## config.mk

```make
export PLATFORM = sky130hd
export DESIGN_NAME = prio_enc_8to3
export DESIGN_NICKNAME = d
export VERILOG_FILES = /design/src/rtl/prio_enc_8to3.sv
export SDC_FILE = /design/constraint.sdc
export NUM_CORES = 1
export LEC_CHECK = 0
export ABC_AREA = 1
export BUFFER_PORTS_ARGS = -buffer_cell sky130_fd_sc_hd__clkbuf_2
export CAP_MARGIN = 15
export CORE_AREA = 2 2 54 56
export DETAILED_ROUTE_END_ITERATION = 10
export DIE_AREA = 0 0 56 58
export GPL_TIMING_DRIVEN = 0
export PLACE_DENSITY = 0.78
export SLEW_MARGIN = 20
export SYNTH_ARGS = -nofsm -noshare
export SYNTH_HDL_FRONTEND = slang
export SYNTH_SLANG_ARGS = --single-unit
```

## constraint.sdc

```tcl
create_clock -name clk_i -period 2.88 [get_ports clk_i]
set_input_delay 0.432 -clock clk_i [delete_from_list [all_inputs] [get_ports clk_i]]
set_output_delay 0.432 -clock clk_i [all_outputs]
set_load 0.03 [all_outputs]
```

## src/rtl/prio_enc_8to3.sv

```systemverilog
// rtl/prio_enc_8to3.sv - sequential 8-to-3 priority encoder with edge capture and valid/ready offer
module prio_enc_8to3 #(
   parameter int SYNC_STAGES   = 2,
   parameter bit PRIORITY_HIGH = 1'b1
) (
   input  logic       clk_i,
   input  logic       rst_n_i,
   input  logic [7:0] req_n_i,
   input  logic       en_n_i,
   input  logic       clr_i,
   output logic [2:0] code_o,
   output logic       valid_o,
   input  logic       ready_i,
   output logic [7:0] pending_o,
   output logic       overflow_o
);

   typedef enum logic {
      ST_IDLE  = 1'b0,
      ST_OFFER = 1'b1
   } state_t;

   logic [7:0] sync_q [SYNC_STAGES];
   logic [7:0] hist_q;
   logic [7:0] synced;
   logic [7:0] fall;
   logic [7:0] capture;
   logic [7:0] accept_mask;
   logic [7:0] lost;
   logic [7:0] pending_q;
   logic       overflow_q;
   logic [2:0] code_q;
   logic       valid_q;
   logic       handshake;
   logic [2:0] offer_code;
   state_t     state_q;

   // Request lines cross into the clock domain through a plain flop chain; idle level is 1.
   always_ff @(posedge clk_i or negedge rst_n_i) begin
      if (!rst_n_i) begin
         for (int s = 0; s < SYNC_STAGES; s++) begin
            sync_q[s] <= 8'hFF;
         end
      end else begin
         sync_q[0] <= req_n_i;
         for (int s = 1; s < SYNC_STAGES; s++) begin
            sync_q[s] <= sync_q[s-1];
         end
      end
   end

   // History of the synchronised level, used to spot a 1 -> 0 transition.
   always_ff @(posedge clk_i or negedge rst_n_i) begin
      if (!rst_n_i) begin
         hist_q <= 8'hFF;
      end else begin
         hist_q <= synced;
      end
   end

   // Falling-edge detect, enable gating, and the pending bit being retired by a handshake.
   always_comb begin
      synced      = sync_q[SYNC_STAGES-1];
      fall        = hist_q & ~synced;
      capture     = en_n_i ? 8'h00 : fall;
      handshake   = valid_q & ready_i;
      accept_mask = handshake ? (8'b0000_0001 << code_q) : 8'h00;
      lost        = capture & pending_q & ~accept_mask;
   end

   // Pick the highest-priority pending line; later loop iterations override earlier ones.
   always_comb begin
      offer_code = 3'd0;
      if (PRIORITY_HIGH) begin
         for (int i = 0; i < 8; i++) begin
            if (pending_q[i]) offer_code = 3'(i);
         end
      end else begin
         for (int i = 7; i >= 0; i--) begin
            if (pending_q[i]) offer_code = 3'(i);
         end
      end
   end

   // Pending bitmap and sticky overflow; a new capture wins over the same bit's handshake clear.
   always_ff @(posedge clk_i or negedge rst_n_i) begin
      if (!rst_n_i) begin
         pending_q  <= 8'h00;
         overflow_q <= 1'b0;
      end else if (clr_i) begin
         pending_q  <= 8'h00;
         overflow_q <= 1'b0;
      end else begin
         pending_q <= (pending_q & ~accept_mask) | capture;
         if (|lost) begin
            overflow_q <= 1'b1;
         end
      end
   end

   // Offer FSM: latch a code from the bitmap, hold it until the consumer takes it.
   always_ff @(posedge clk_i or negedge rst_n_i) begin
      if (!rst_n_i) begin
         state_q <= ST_IDLE;
         code_q  <= 3'd0;
         valid_q <= 1'b0;
      end else if (clr_i) begin
         state_q <= ST_IDLE;
         valid_q <= 1'b0;
      end else begin
         case (state_q)
            ST_IDLE: begin
               if (pending_q != 8'h00) begin
                  code_q  <= offer_code;
                  valid_q <= 1'b1;
                  state_q <= ST_OFFER;
               end
            end
            ST_OFFER: begin
               if (handshake) begin
                  valid_q <= 1'b0;
                  state_q <= ST_IDLE;
               end
            end
            default: begin
               valid_q <= 1'b0;
               state_q <= ST_IDLE;
            end
         endcase
      end
   end

   assign code_o     = code_q;
   assign valid_o    = valid_q;
   assign pending_o  = pending_q;
   assign overflow_o = overflow_q;

endmodule

```

==> results of run 1 <==
## layer usage
layer	track usage	wire, um
met5	0	0
met2	0.2639	1222
met3	0.06920	180
met4	0.1020	55
met1	0.2033	1055
## cells by family (layout without fill, tap and decap cells)
logic type / after synthesis / count (layout)
DFF: 38 / 38
buffers and inverters: 13 / 46
and+or+nand+nor: 67 / 67
AOI/OAI and AO/OA: 22 / 22
## metrics by stage
stage               hold slack (ps)  instance area [sq um]  worst slack, ps
finish                        155.0                   1698             1404
global route                  112.5                   1698             1288
CTS                           142.5                   1698             1395
detailed placement            346.8                   1597             1422
global placement              345.3                   1597             1469
floorplan                     136.4                   1433             1532
## worst max path at each step
stage | to | slack [ps]
after floorplan | overflow_o | 1530
after global placement | overflow_o | 1470
after detailed placement | overflow_o | 1420
after CTS | pending_o[5] | 1400
after global routing | overflow_o | 1290
final | pending_o[4] | 1400
## flip-flops by register name, summed over array words and instances, names as in the netlist
signal / count
overflow_o: 1
synced: 8
sync_q: 8
state_q: 1
pending_o: 8
hist_q: 8
valid_o: 1
code_o: 3
## power by group
part	total, mW	switching [mW]	internal [mW]
Combinational	0.255	0.186	0.0684
Clock	0.415	0.179	0.237
Sequential	0.654	0.0517	0.602
## cell type report
class | count | area share
well taps | 31 | 0.02284
repair buffers | 25 | 0.07369
multi-input cells | 89 | 0.2373
flip-flops and latches | 38 | 0.5777
plain buffers | 1 | 0.002211
clock buffers | 6 | 0.03685
clock inverters | 2 | 0.02284
inverters | 12 | 0.02653
## layout by cell type (no fill, tap or decap), types with 4 or more instances in the layout
cell / count
sky130_fd_sc_hd__a21oi_1: 9
sky130_fd_sc_hd__clkbuf_2: 25
sky130_fd_sc_hd__clkbuf_4: 5
sky130_fd_sc_hd__dfrtp_1: 14
sky130_fd_sc_hd__dfstp_2: 24
sky130_fd_sc_hd__inv_1: 11
sky130_fd_sc_hd__nand2_1: 17
sky130_fd_sc_hd__nand3_1: 11
sky130_fd_sc_hd__nand4_1: 4
sky130_fd_sc_hd__nor2_1: 31
sky130_fd_sc_hd__o21ai_0: 11
==> Flow_metrics.wiki, run 1 <==
{| class="wikitable"
! Metric !! Value
|-
| Placed wire-length estimate || ~1800 um
|-
| Cell-by-cell trace of the critical path || clkbuf_2
|-
| Number of antenna violations at the first check in global routing || 0
|-
| Number of endpoints with negative hold slack in the final report || 0
|-
| Die footprint || about 3200 sq um
|-
| Mux cell area share after synthesis || 0
|-
| Total global routing track utilization || 0.1710
|-
| Ranking of synthesized cells by instance count || 31 x sky130_fd_sc_hd__nor2_1, 24 x sky130_fd_sc_hd__dfstp_2, 17 x sky130_fd_sc_hd__nand2_1
|-
| Flip-flop and latch count after synthesis || 38
|-
| Capture endpoint of the worst hold path || sync_q[12]
|-
| Core region area || approximately 2700 sq um
|-
| Max Fanout on Critical Path || 6
|-
| Launch point of the critical path || pending_o[4]
|-
| Dpl cells || between 150 and 200
|-
| Total vias in the final route || 1085
|-
| Violation count after the first detailed-route iteration || 30
|-
| Post-route insts no fill || roughly 200
|-
| Share of the synthesized netlist area taken by xor and xnor gates || 0
|-
| Hold_sp || req_n_i[4]
|-
| Worst R2R Path Depth || 8
|-
| Number of global-route vias before repair || around 1000
|-
| Antenna violation net count after detailed routing || 0
|-
| Biggest area consumer among synthesized cells || sky130_fd_sc_hd__dfstp_2
|-
| Number of sinks driven by the clock tree || 38
|-
| Post-route clock skew || 8.194 ps
|-
| Main combinational cell family by area after synthesis || simple AND/OR/NAND/NOR gates
|-
| Count of instances resized after the clock tree is built || 0
|-
| CTS max path bufs || 2
|-
| Cell Area, Synth || between 1000 and 1500 sq um
|-
| Number of H-tree levels || 2
|-
| VDD IR-drop max || 554.5 uV
|-
| Combined flip-flop and latch cell area || ~980 sq um
|-
| Final standard cell utilization of the core || 0.6377
|-
| Endpoint of the worst register-to-register path || overflow_o
|-
| Kind of path behind the tightest hold check || in -> reg
|-
| Inserted Clock Buffers || 5
|-
| Final period utilization || 0.5125
|-
| Router iterations before antenna repair || 4
|-
| First-pass GRT wire length || 4119 um
|-
| Status || completed
|-
| Post-synth EDFFs || 0
|-
| P&R area growth vs syn || 18.52%
|-
| Top-level I/O count || 26
|-
| Critical Path Start Type || register
|-
| Clock latency on the worst-skew pair || between 300 and 400 ps
|-
| Overall die width || 56 um
|-
| Layout cell share with drive strength beyond 1 || 0.3353
|-
| Maximum capacitance violations || 0
|-
| Final sum of negative setup slack || 0 ps
|-
| Post-synthesis compound-gate area fraction || 0.07948
|-
| Worst Setup End Kind || output pin
|-
| Leakage component of the power || approximately 0.80 nW
|-
| Sum of buffers and inverters on the critical path || 1
|-
| Total Routed Length || between 2000 and 3000 um
|-
| Worst r2r src || code_o[2]
|-
| Number of buffers added on ports || 25
|-
| Routed wire length per instance || about 12 um
|-
| Synthesis warning total || 0
|-
| Row count || 19
|-
| Post-synthesis cell type count || 17
|-
| Post-synthesis average cell area || 10.23 sq um
|-
| Min-Delay Path Depth || 1
|-
| Proportion of netlist area held by the largest area contributor || 0.4402
|-
| Most common cell in the netlist || sky130_fd_sc_hd__nor2_1
|-
| Global route total overflow || 0
|-
| Drc violations || 0
|-
| Arrival time at the worst endpoint || 1040 ps
|-
| Worst Path Class, Setup || reg -> out
|-
| Asr flop ratio synth || 1.000
|-
| Net total in the final layout || about 190
|-
| Post-synth top flop || sky130_fd_sc_hd__dfstp_2
|-
| Vias per cell || 5.319
|-
| Final setup violation count || 0
|-
| Final Power || approximately 1.3 mW
|-
| Number of cells on the critical path || 1
|-
| Internal reg-to-reg setup slack || approximately 1500 ps
|-
| Upper clock frequency limit || just under 700 MHz
|-
| Number of antenna cells inserted || 0
|-
| Slowest-stage cell, CP || sky130_fd_sc_hd__dfrtp_1
|-
| Gate family responsible for the most delay along the worst path || flip-flops
|-
| Post-CTS Repair Setup Buffers || 0
|-
| Delay of the slowest critical-path stage || between 400 and 500 ps
|-
| Endpoint required time on the critical path || roughly 2500 ps
|-
| Synth area leaders || sky130_fd_sc_hd__dfstp_2 44%, sky130_fd_sc_hd__dfrtp_1 24%, sky130_fd_sc_hd__nor2_1 8.1%
|-
| Min cycle time layout || 1476 ps
|-
| TritonCTS clock tree || done
|-
| Hold-fix buffers, CTS || 0
|-
| Nets in the synthesized netlist || roughly 150
|-
| Relative slew slack || 0.4203
|-
| Post-synthesis share of cell area spent on and, or, nand and nor gates || 0.2017
|-
| Final estimated routing congestion in global placement || 0.8355
|-
| Filler instances || 235
|-
| Unrepaired setup endpoints after global routing || no
|-
| Total area of multi-input combinational cells || roughly 400 sq um
|-
| Register area share after synthesis || 0.6847
|-
| Post-Synthesis Cells || between 100 and 150
|-
| Starting Density || 0.5381
|-
| Measured slew at the worst slew-check pin || approximately 870 ps
|-
| Post-synthesis adder-cell area fraction || 0
|-
| Power per Cell Area || around 780 nW/um^2
|-
| Die outline height || between 50 and 60 um
|-
| Number of slew-limit violations in the final report || 0
|-
| CTS root buffer || sky130_fd_sc_hd__clkbuf_4
|-
| Clock-pin slew reported for the worst setup and hold paths after clock tree synthesis || 120 ps
|-
| Pin count of the biggest net entering global routing || 39
|}
No activity file was read; power rests on OpenSTA's default activity.
==> run 2, diff against run 1 <==
--- a/config.mk
+++ b/config.mk
@@ -8,11 +8,11 @@
 export ABC_AREA = 1
 export BUFFER_PORTS_ARGS = -buffer_cell sky130_fd_sc_hd__clkbuf_2
 export CAP_MARGIN = 15
-export CORE_AREA = 2 2 54 56
+export CORE_AREA = 2 2 58 60
 export DETAILED_ROUTE_END_ITERATION = 10
-export DIE_AREA = 0 0 56 58
+export DIE_AREA = 0 0 60 62
 export GPL_TIMING_DRIVEN = 0
-export PLACE_DENSITY = 0.78
+export PLACE_DENSITY = 0.71
 export SLEW_MARGIN = 20
 export SYNTH_ARGS = -nofsm -noshare
 export SYNTH_HDL_FRONTEND = slang
==> constraint.sdc (replaced) <==
create_clock -name clk_i -period 1.2 [get_ports clk_i]
set_input_delay 0.18 -clock clk_i [delete_from_list [all_inputs] [get_ports clk_i]]
set_output_delay 0.18 -clock clk_i [all_outputs]
set_load 0.03 [all_outputs]
==> run 2 against run 1 <==
The flow now finishes with violations (negative setup slack). Routed wire length grew 14%. Global-route usage grew 0.67 points. Final cell count grew 17%. Non-clock buffer count grew 20. Clock skew is essentially flat. Setup slack lost 1400 ps. Hold slack lost 17 ps. Via count grew 5.0%. Register-to-register slack lost 1500 ps. Utilization shrank 3.1 points. Sequential power grew 150%. Critical path type is now reg -> reg. Critical endpoint is now overflow_o.
==> Flow_metrics.wiki, run 2 (same netlist as run 1, synthesis figures left out) <==
{| class="wikitable"
! Metric !! Value
|-
| Pin count of the biggest net entering global routing || 39 (unchanged)
|-
| Total Routed Length || 2873 um (+14%)
|-
| Number of H-tree levels || 2 (unchanged)
|-
| Min cycle time layout || approximately 1200 ps
|-
| Die outline height || 62 um (+6.9%)
|-
| Setup slack after placement || -87.54 ps (-1510 ps)
|-
| VDD IR-drop max || 807.3 uV (+46%)
|-
| Power per Cell Area || 1622 nW/um^2 (+110%)
|-
| Status || complete, but fails checks
|-
| Final estimated routing congestion in global placement || 0.8977 (+7.4%)
|-
| Internal portion of total power || 2.010 mW (+120%)
|-
| Worst Path Class, Setup || reg -> reg
|-
| Number of slew-limit violations in the final report || 0 (unchanged)
|-
| Overall die width || 60 um (+7.1%)
|-
| Relative slew slack || 0.4609 (+0.04059)
|-
| Final sum of negative setup slack || -37.30 ps (-37.30 ps)
|-
| Leakage component of the power || 0.8801 nW (+11%)
|-
| GR Layer Usage met2 || 0.2950 (+0.03117)
|-
| Post-route worst setup slack || -37.30 ps (-1441 ps)
|-
| Net switching power of the design || 1.120 mW (+170%)
|-
| Worst R2R Path Depth || 7 (-1)
|-
| Min-Delay Path Depth || 3 (+2)
|-
| Number of endpoints with negative hold slack in the final report || 0 (unchanged)
|-
| Kind of path behind the tightest hold check || in -> reg
|-
| Share of total power in combinational logic || 0.273 (+0.081)
|-
| Number of global-route vias before repair || 1068 (+9.2%)
|-
| Die footprint || 3720 sq um (+15%)
|-
| Global route total overflow || 0 (unchanged)
|-
| Endpoint required time on the critical path || 1420 ps (-1030 ps)
|-
| Drc violations || 0 (unchanged)
|-
| Layout cell share with drive strength beyond 1 || 0.4404 (+0.1052)
|-
| Failing checks || negative setup slack
|-
| TritonCTS clock tree || done
|-
| Power share of the clock group || 0.212 (-0.102)
|-
| Total global routing track utilization || 0.1776 (+0.006663)
|-
| Core region area || 3179 sq um (+19%)
|-
| GR peak layer || met2
|-
| Router iterations before antenna repair || 4 (unchanged)
|-
| Violation count after the first detailed-route iteration || 62 (+110%)
|-
| First-pass GRT wire length || 4657 um (+13%)
|-
| Fraction of met1 tracks used by global routing || 0.2108 (+0.007472)
|-
| Vias per cell || 4.766 (-10%)
|-
| Top-level I/O count || 26 (unchanged)
|-
| Row count || 21 (+2)
|-
| Met3 global-route usage || 0.04762 (-0.02158)
|-
| Max Fanout on Critical Path || 5 (-1)
|-
| Clock latency on the worst-skew pair || 340 ps (about the same)
|-
| Number of buffers added on ports || 25 (unchanged)
|-
| Measured slew at the worst slew-check pin || 808.7 ps (-60.89 ps)
|-
| CTS root buffer || sky130_fd_sc_hd__clkbuf_4
|-
| Switching fraction of total power || 0.3577 (+0.04291)
|-
| Unrepaired setup endpoints after global routing || yes
|-
| Upper clock frequency limit || 808.2 MHz
|-
| Number of sinks driven by the clock tree || 38 (unchanged)
|-
| Most common library cell in the layout ignoring fill and taps || sky130_fd_sc_hd__nor2_1
|-
| Starting Density || 0.4506 (-0.08745)
|-
| Total vias in the final route || 1139 (+5.0%)
|-
| Antenna violation net count after detailed routing || 0 (unchanged)
|-
| Number of antenna cells inserted || 0 (unchanged)
|-
| Final setup violation count || 1 (+1)
|-
| Worst Setup End Kind || register
|-
| Post-route clock skew || 7.973 ps (-0.2209 ps)
|-
| Inserted Clock Buffers || 5 (unchanged)
|-
| Routed wire length per instance || 12.02 um (-2.5%)
|-
| Maximum capacitance violations || 0 (unchanged)
|-
| Power share of the sequential group || 0.515 (+0.021)
|-
| Critical Path Start Type || register
|-
| Final period utilization || 1.031
|-
| Number of antenna violations at the first check in global routing || 0 (unchanged)
|-
| Placed wire-length estimate || 1858 um (+5.2%)
|-
| CTS max path bufs || 2 (unchanged)
|-
| Net total in the final layout || 205 (+11%)
|-
| Clock-pin slew reported for the worst setup and hold paths after clock tree synthesis || 120 ps (about the same)
|-
| P&R area growth vs syn || 34.67%
|-
| Commonest cells after routing, fill and taps aside || 28 x sky130_fd_sc_hd__nor2_1, 24 x sky130_fd_sc_hd__dfstp_2, 14 x sky130_fd_sc_hd__nand2_1, 14 x sky130_fd_sc_hd__buf_4, 13 x sky130_fd_sc_hd__clkbuf_2
|-
| Arrival time at the worst endpoint || 1460 ps (+420 ps)
|}
run 2: final timing paths:
kind                                start            to  slack, ps
worst min register to register  sync_q[9]     synced[1]        360
min in group asynchronous         rst_n_i  pending_o[3]        460
worst max-delay path            code_o[0]    overflow_o        -40
worst min-delay path                clr_i       state_q        140
worst max register to register  code_o[0]    overflow_o        -40
max in group asynchronous         rst_n_i  pending_o[5]        190
run 2: layer usage:
| metal | vias to the layer above | share of wire | routed length [um] |
|---|---|---|---|
| met5 | - | 0 | 0 |
| met4 | 0 | 0.014 | 41 |
| li1 | 563 | - | - |
| met3 | 5 | 0.039 | 111 |
| met2 | 29 | 0.53 | 1509 |
| met1 | 542 | 0.42 | 1211 |
run 2: per-stage QoR:
step / instances / cell area, sq um / total power [mW] / hold slack [ps] / util
floorplan: 140 / 1450 / 2.018 / -115.6 / -
global placement: 211 / 1633 / 2.214 / 266.9 / 0.5136
detailed placement: 211 / 1633 / 2.241 / 268.9 / 0.5136
CTS: 233 / 1854 / 3.035 / 129.8 / 0.5832
global route: 239 / 1929 / 3.324 / 142.7 / 0.6068
finish: 239 / 1929 / 3.130 / 138.2 / 0.6068
run 2: timing repair:
action	in CTS	in global routing
hold buffers	9	0
endpoints found under the hold margin	22	0
resized for setup	15	21
setup buffers	5	6
pin swaps	6	0
cloned	0	0
endpoints found under the setup margin	9	20
run 2: area by class of cell:
cell class	count	area, sq um
fillers	266	1250
flip-flops and latches	38	987.2
multi-input cells	89	446.7
repair buffers	45	331.6
well taps	46	57.56
inverters	12	45.04
clock buffers	5	37.54
clock inverters	3	20.02
plain buffers	1	3.754
run 2: worst max-delay path, cell delays in order, from the launching register on:
cell and delay (ps):
sky130_fd_sc_hd__dfrtp_2 460, sky130_fd_sc_hd__inv_2 90, sky130_fd_sc_hd__nand2_4 60, sky130_fd_sc_hd__or2_1 220, sky130_fd_sc_hd__nand3_1 70, sky130_fd_sc_hd__nand3_1 70, sky130_fd_sc_hd__nor2_1 100, sky130_fd_sc_hd__nor2_1 40
run 2: power by group through the flow:
stage / clock network, mW / registers (mW) / logic [mW]
after CTS: 0.686 / 1.61 / 0.737
after detailed placement: 0 / 1.62 / 0.618
final: 0.665 / 1.61 / 0.853
after global placement: 0 / 1.61 / 0.607
after floorplan: 0 / 1.76 / 0.261
after global routing: 0.741 / 1.64 / 0.940
==> run 3, diff against run 2 <==
==> config.mk (replaced) <==
export PLATFORM = sky130hd
export DESIGN_NAME = prio_enc_8to3
export DESIGN_NICKNAME = d
export VERILOG_FILES = /design/src/rtl/prio_enc_8to3.sv
export SDC_FILE = /design/constraint.sdc
export NUM_CORES = 1
export LEC_CHECK = 0
export BUFFER_PORTS_ARGS = -buffer_cell sky130_fd_sc_hd__clkbuf_2
export CAP_MARGIN = 5
export CORE_AREA = 2 2 55 57
export DETAILED_ROUTE_END_ITERATION = 10
export DIE_AREA = 0 0 57 59
export GPL_TIMING_DRIVEN = 0
export PLACE_DENSITY = 0.74
export SLEW_MARGIN = 20
export SYNTH_ARGS = -nofsm -noshare
export SYNTH_HDL_FRONTEND = slang
export SYNTH_SLANG_ARGS = --single-unit
==> constraint.sdc (replaced) <==
create_clock -name clk_i -period 1.35 [get_ports clk_i]
set_input_delay 0.2025 -clock clk_i [delete_from_list [all_inputs] [get_ports clk_i]]
set_output_delay 0.2025 -clock clk_i [all_outputs]
set_load 0.03 [all_outputs]
==> run 3 against run 2 <==
The flow still finishes with violations (negative setup slack). Design area down 0.97%. Sequential share of layout area is 0.57 points higher. Global-route usage is 0.96 points higher. Sequential power decreased by 9%. Clock skew grew 4.0 ps. Clock power shrank 8.0%. Highest routed layer unchanged. Combinational power up 14%. Largest cell class unchanged.
==> Flow_metrics.wiki, run 3 <==
{| class="wikitable"
! Metric !! Value
|-
| Status || complete, but fails checks
|-
| Failing checks || negative setup slack
|-
| Delay of the slowest critical-path stage || 450 ps (about the same)
|-
| Min-Delay Path Depth || 3 (unchanged)
|-
| Worst R2R Path Depth || 5 (-2)
|-
| Upper clock frequency limit || 669.9 MHz (-17%)
|-
| Vias per cell || 5.539 (+16%)
|-
| Uppermost routed layer || met4
|-
| Clock latency on the worst-skew pair || 340 ps (about the same)
|-
| Row count || 19 (-9.5%)
|-
| Starting Density || 0.5148 (+0.06416)
|-
| Ranking of synthesized cells by instance count || 24 x sky130_fd_sc_hd__dfstp_2, 14 x sky130_fd_sc_hd__dfrtp_1, 13 x sky130_fd_sc_hd__nor2_1
|-
| Die outline height || 59 um (-4.8%)
|-
| Net total in the final layout || 174 (-15%)
|-
| Number of buffers added on ports || 24 (-4.0%)
|-
| Endpoint of the worst register-to-register path || overflow_o
|-
| Final Power || 3.044 mW (-2.7%)
|-
| Max Fanout on Critical Path || 5 (unchanged)
|-
| Maximum capacitance violations || 0 (unchanged)
|-
| Global route total overflow || 0 (unchanged)
|-
| Post-route clock skew || 12.01 ps (+4.033 ps)
|-
| Final estimated routing congestion in global placement || 0.7838 (-13%)
|-
| Number of H-tree levels || 2 (unchanged)
|-
| Die footprint || 3363 sq um (-9.6%)
|-
| Critical Path Start Type || register
|-
| Post-Synthesis Cells || 110 (-21%)
|-
| Capture endpoint of the worst hold path || pending_o[6]
|-
| Inserted Clock Buffers || 5 (unchanged)
|-
| Number of antenna cells inserted || 0 (unchanged)
|-
| Worst r2r src || code_o[1]
|-
| Final period utilization || 1.106 (+0.07466)
|-
| Most common cell in the netlist || sky130_fd_sc_hd__dfstp_2
|-
| Worst Path Class, Setup || reg -> reg
|-
| Flip-flop and latch count after synthesis || 38 (unchanged)
|-
| Register area share after synthesis || 0.7031 (+0.01842)
|-
| Nets in the synthesized netlist || 123 (-20%)
|-
| Power per Cell Area || 1593 nW/um^2 (-1.8%)
|-
| Total global routing track utilization || 0.1872 (+0.009614)
|-
| Routed wire length per instance || 15.10 um (+26%)
|-
| WL met1 || 1250 um (+3.2%)
|-
| Router iterations before antenna repair || 4 (unchanged)
|-
| Clock-pin slew reported for the worst setup and hold paths after clock tree synthesis || 100 ps (-20 ps)
|-
| Overall die width || 57 um (-5.0%)
|-
| Drc violations || 0 (unchanged)
|-
| Cell Area, Synth || 1395 sq um (-2.6%)
|-
| Min cycle time layout || 1493 ps (+255.5 ps)
|-
| Number of slew-limit violations in the final report || 0 (unchanged)
|-
| Total vias in the final route || 1069 (-6.1%)
|-
| Endpoint required time on the critical path || 1550 ps (+130 ps)
|-
| Asr flop ratio synth || 1.000 (unchanged)
|-
| CTS root buffer || sky130_fd_sc_hd__clkbuf_4
|-
| TritonCTS clock tree || done
|-
| Met2 Wirelength || 1475 um (-2.3%)
|-
| Proportion of netlist area held by the largest area contributor || 0.4520 (+0.01184)
|-
| Placed wire-length estimate || 1731 um (-6.9%)
|-
| Violation count after the first detailed-route iteration || 80 (+29%)
|-
| P&R area growth vs syn || 36.95%
|-
| Post-synthesis cell type count || 30 (+13)
|-
| Kind of path behind the tightest hold check || in -> reg
|-
| Number of endpoints with negative hold slack in the final report || 0 (unchanged)
|-
| VDD IR-drop max || 1346 uV (+67%)
|-
| First-pass GRT wire length || 4657 um (unchanged)
|-
| Arrival time at the worst endpoint || 1690 ps (+230 ps)
|-
| Slowest-stage cell, CP || sky130_fd_sc_hd__dfrtp_2
|-
| Synthesis warning total || 0 (unchanged)
|-
| Number of antenna violations at the first check in global routing || 0 (unchanged)
|-
| Internal reg-to-reg setup slack || -140 ps (-110 ps)
|-
| Cell-by-cell trace of the critical path || buf_12 -> nand2b_4 -> or3_1 -> a311oi_2 -> a31oi_1
|-
| Number of sinks driven by the clock tree || 38 (unchanged)
|-
| Pin count of the biggest net entering global routing || 39 (unchanged)
|-
| Total Routed Length || 2914 um (+1.4%)
|-
| Post-synthesis average cell area || 12.68 sq um (+24%)
|-
| Relative slew slack || 0.4071 (-0.05383)
|-
| Final setup violation count || 5 (+4)
|-
| Commonest cells after routing, fill and taps aside || 24 x sky130_fd_sc_hd__dfstp_2, 22 x sky130_fd_sc_hd__clkbuf_2, 12 x sky130_fd_sc_hd__nor2_1
|-
| Post-synth top flop || sky130_fd_sc_hd__dfstp_2
|-
| Top-level I/O count || 26 (unchanged)
|-
| Post-synth EDFFs || 0 (unchanged)
|-
| Leakage component of the power || 0.8161 nW (-7.3%)
|-
| CTS max path bufs || 2 (unchanged)
|-
| Core region area || 2710 sq um (-15%)
|-
| Most common library cell in the layout ignoring fill and taps || sky130_fd_sc_hd__dfstp_2
|-
| Antenna violation net count after detailed routing || 0 (unchanged)
|-
| Number of global-route vias before repair || 1063 (-0.47%)
|-
| Setup slack after placement || -212.3 ps (-124.8 ps)
|-
| Sum of buffers and inverters on the critical path || 1 (unchanged)
|-
| Post-route worst setup slack || -142.8 ps (-105.5 ps)
|-
| Measured slew at the worst slew-check pin || 889.4 ps (+80.74 ps)
|-
| Gate family responsible for the most delay along the worst path || flip-flops
|-
| Detailed route wirelength on metal3 || 173 um (+56%)
|-
| Synth area leaders || sky130_fd_sc_hd__dfstp_2 45%, sky130_fd_sc_hd__dfrtp_1 25%, sky130_fd_sc_hd__a21oi_1 3.9%
|-
| Unrepaired setup endpoints after global routing || yes
|-
| Hold_sp || en_n_i
|-
| Filler instances || 191 (-28%)
|-
| Layout cell share with drive strength beyond 1 || 0.5617 (+0.1213)
|-
| Biggest area consumer among synthesized cells || sky130_fd_sc_hd__dfstp_2
|-
| Worst Setup End Kind || register
|}
==> run 3: changes by cell type after synthesis, moves of 4 or more <==
cell / previous run / this run
sky130_fd_sc_hd__nor2_1: 31 / 13
sky130_fd_sc_hd__nand2_1: 17 / 6
sky130_fd_sc_hd__o21ai_0: 11 / 1
sky130_fd_sc_hd__nand3_1: 11 / 3
sky130_fd_sc_hd__inv_1: 11 / 4
sky130_fd_sc_hd__nand4_1: 4 / 0
==> run 3: worst max-delay path by stage <==
| stage | start | end | slack, ps | depth (start not counted) |
|---|---|---|---|---|
| after global routing | code_o[1] | overflow_o | -220 | 7 |
| after global placement | code_o[1] | overflow_o | -180 | 4 |
| after floorplan | code_o[0] | overflow_o | -130 | 4 |
| after detailed placement | code_o[0] | overflow_o | -210 | 4 |
| after CTS | code_o[1] | overflow_o | -130 | 4 |
| final | code_o[1] | overflow_o | -140 | 5 |
==> run 3: routing by layer <==
| metal | vias up | GRT usage |
|---|---|---|
| met1 | 532 | 0.2237 |
| li1 | 498 | - |
| met3 | 2 | 0.06550 |
| met2 | 37 | 0.3054 |
| met4 | 0 | 0.08970 |
| met5 | - | 0 |
==> run 3: cell type report <==
cell class | count | area, sq um | area share
clock buffer | 6 | 51.30 | 0.02685
multi-input combinational | 66 | 457.9 | 0.2397
sequential | 38 | 988.4 | 0.5174
clock inverter | 2 | 11.26 | 0.005894
tap | 31 | 38.79 | 0.02030
inverter | 4 | 15.01 | 0.007859
buffer | 2 | 15.01 | 0.007859
timing repair buffer | 44 | 332.8 | 0.1742
==> run 3: worst register-to-register path, delay by kind of cell (launching register included) <==
family	cells	cell delay, ps
AO/OA/AOI/OAI	2	360
buffers and inverters	1	120
flip-flops	1	450
AND/OR/NAND/NOR	2	430
==> run 3: cells by family (layout without fill, tap and decap cells) <==
logic type | Yosys count | after routing | synth area share
buffers and inverters | 6 | 58 | 0.02152
AO/OA/AOI/OAI | 28 | 28 | 0.1363
flip-flops | 38 | 38 | 0.7031
AND/OR/NAND/NOR | 38 | 38 | 0.1390
==> run 3: stage by stage <==
step | area (sq um) | utilization | cells | hold WS, ps | TNS [ps]
2_1_floorplan | 1413 | - | 110 | -93.09 | -260.4
3_3_place_gp | 1572 | 0.5799 | 165 | 290.2 | -252.8
3_5_place_dp | 1572 | 0.5799 | 165 | 291.8 | -634.8
4_1_cts | 1862 | 0.6870 | 191 | 155.3 | -221.2
5_1_grt | 1911 | 0.7050 | 193 | 164.2 | -618.6
6_report | 1911 | 0.7050 | 193 | 166.5 | -314.2
==> run 3: report_power, final <==
| part | switching [mW] | internal [mW] | total (mW) | leakage [nW] |
|---|---|---|---|---|
| combinational | 0.471 | 0.499 | 0.970 | 0.351 |
| clock | 0.360 | 0.252 | 0.612 | 0.0386 |
| sequential | 0.167 | 1.30 | 1.46 | 0.426 |
==> run 3: timing repair <==
action / 4_1_cts / 5_1_grt
endpoints found under the hold margin: 14 / 0
hold buffers: 9 / 0
pin swaps: 2 / 6
endpoints found under the setup margin: 6 / 10
cloned: 0 / 0
gates resized for setup: 12 / 11
setup buffers: 9 / 3
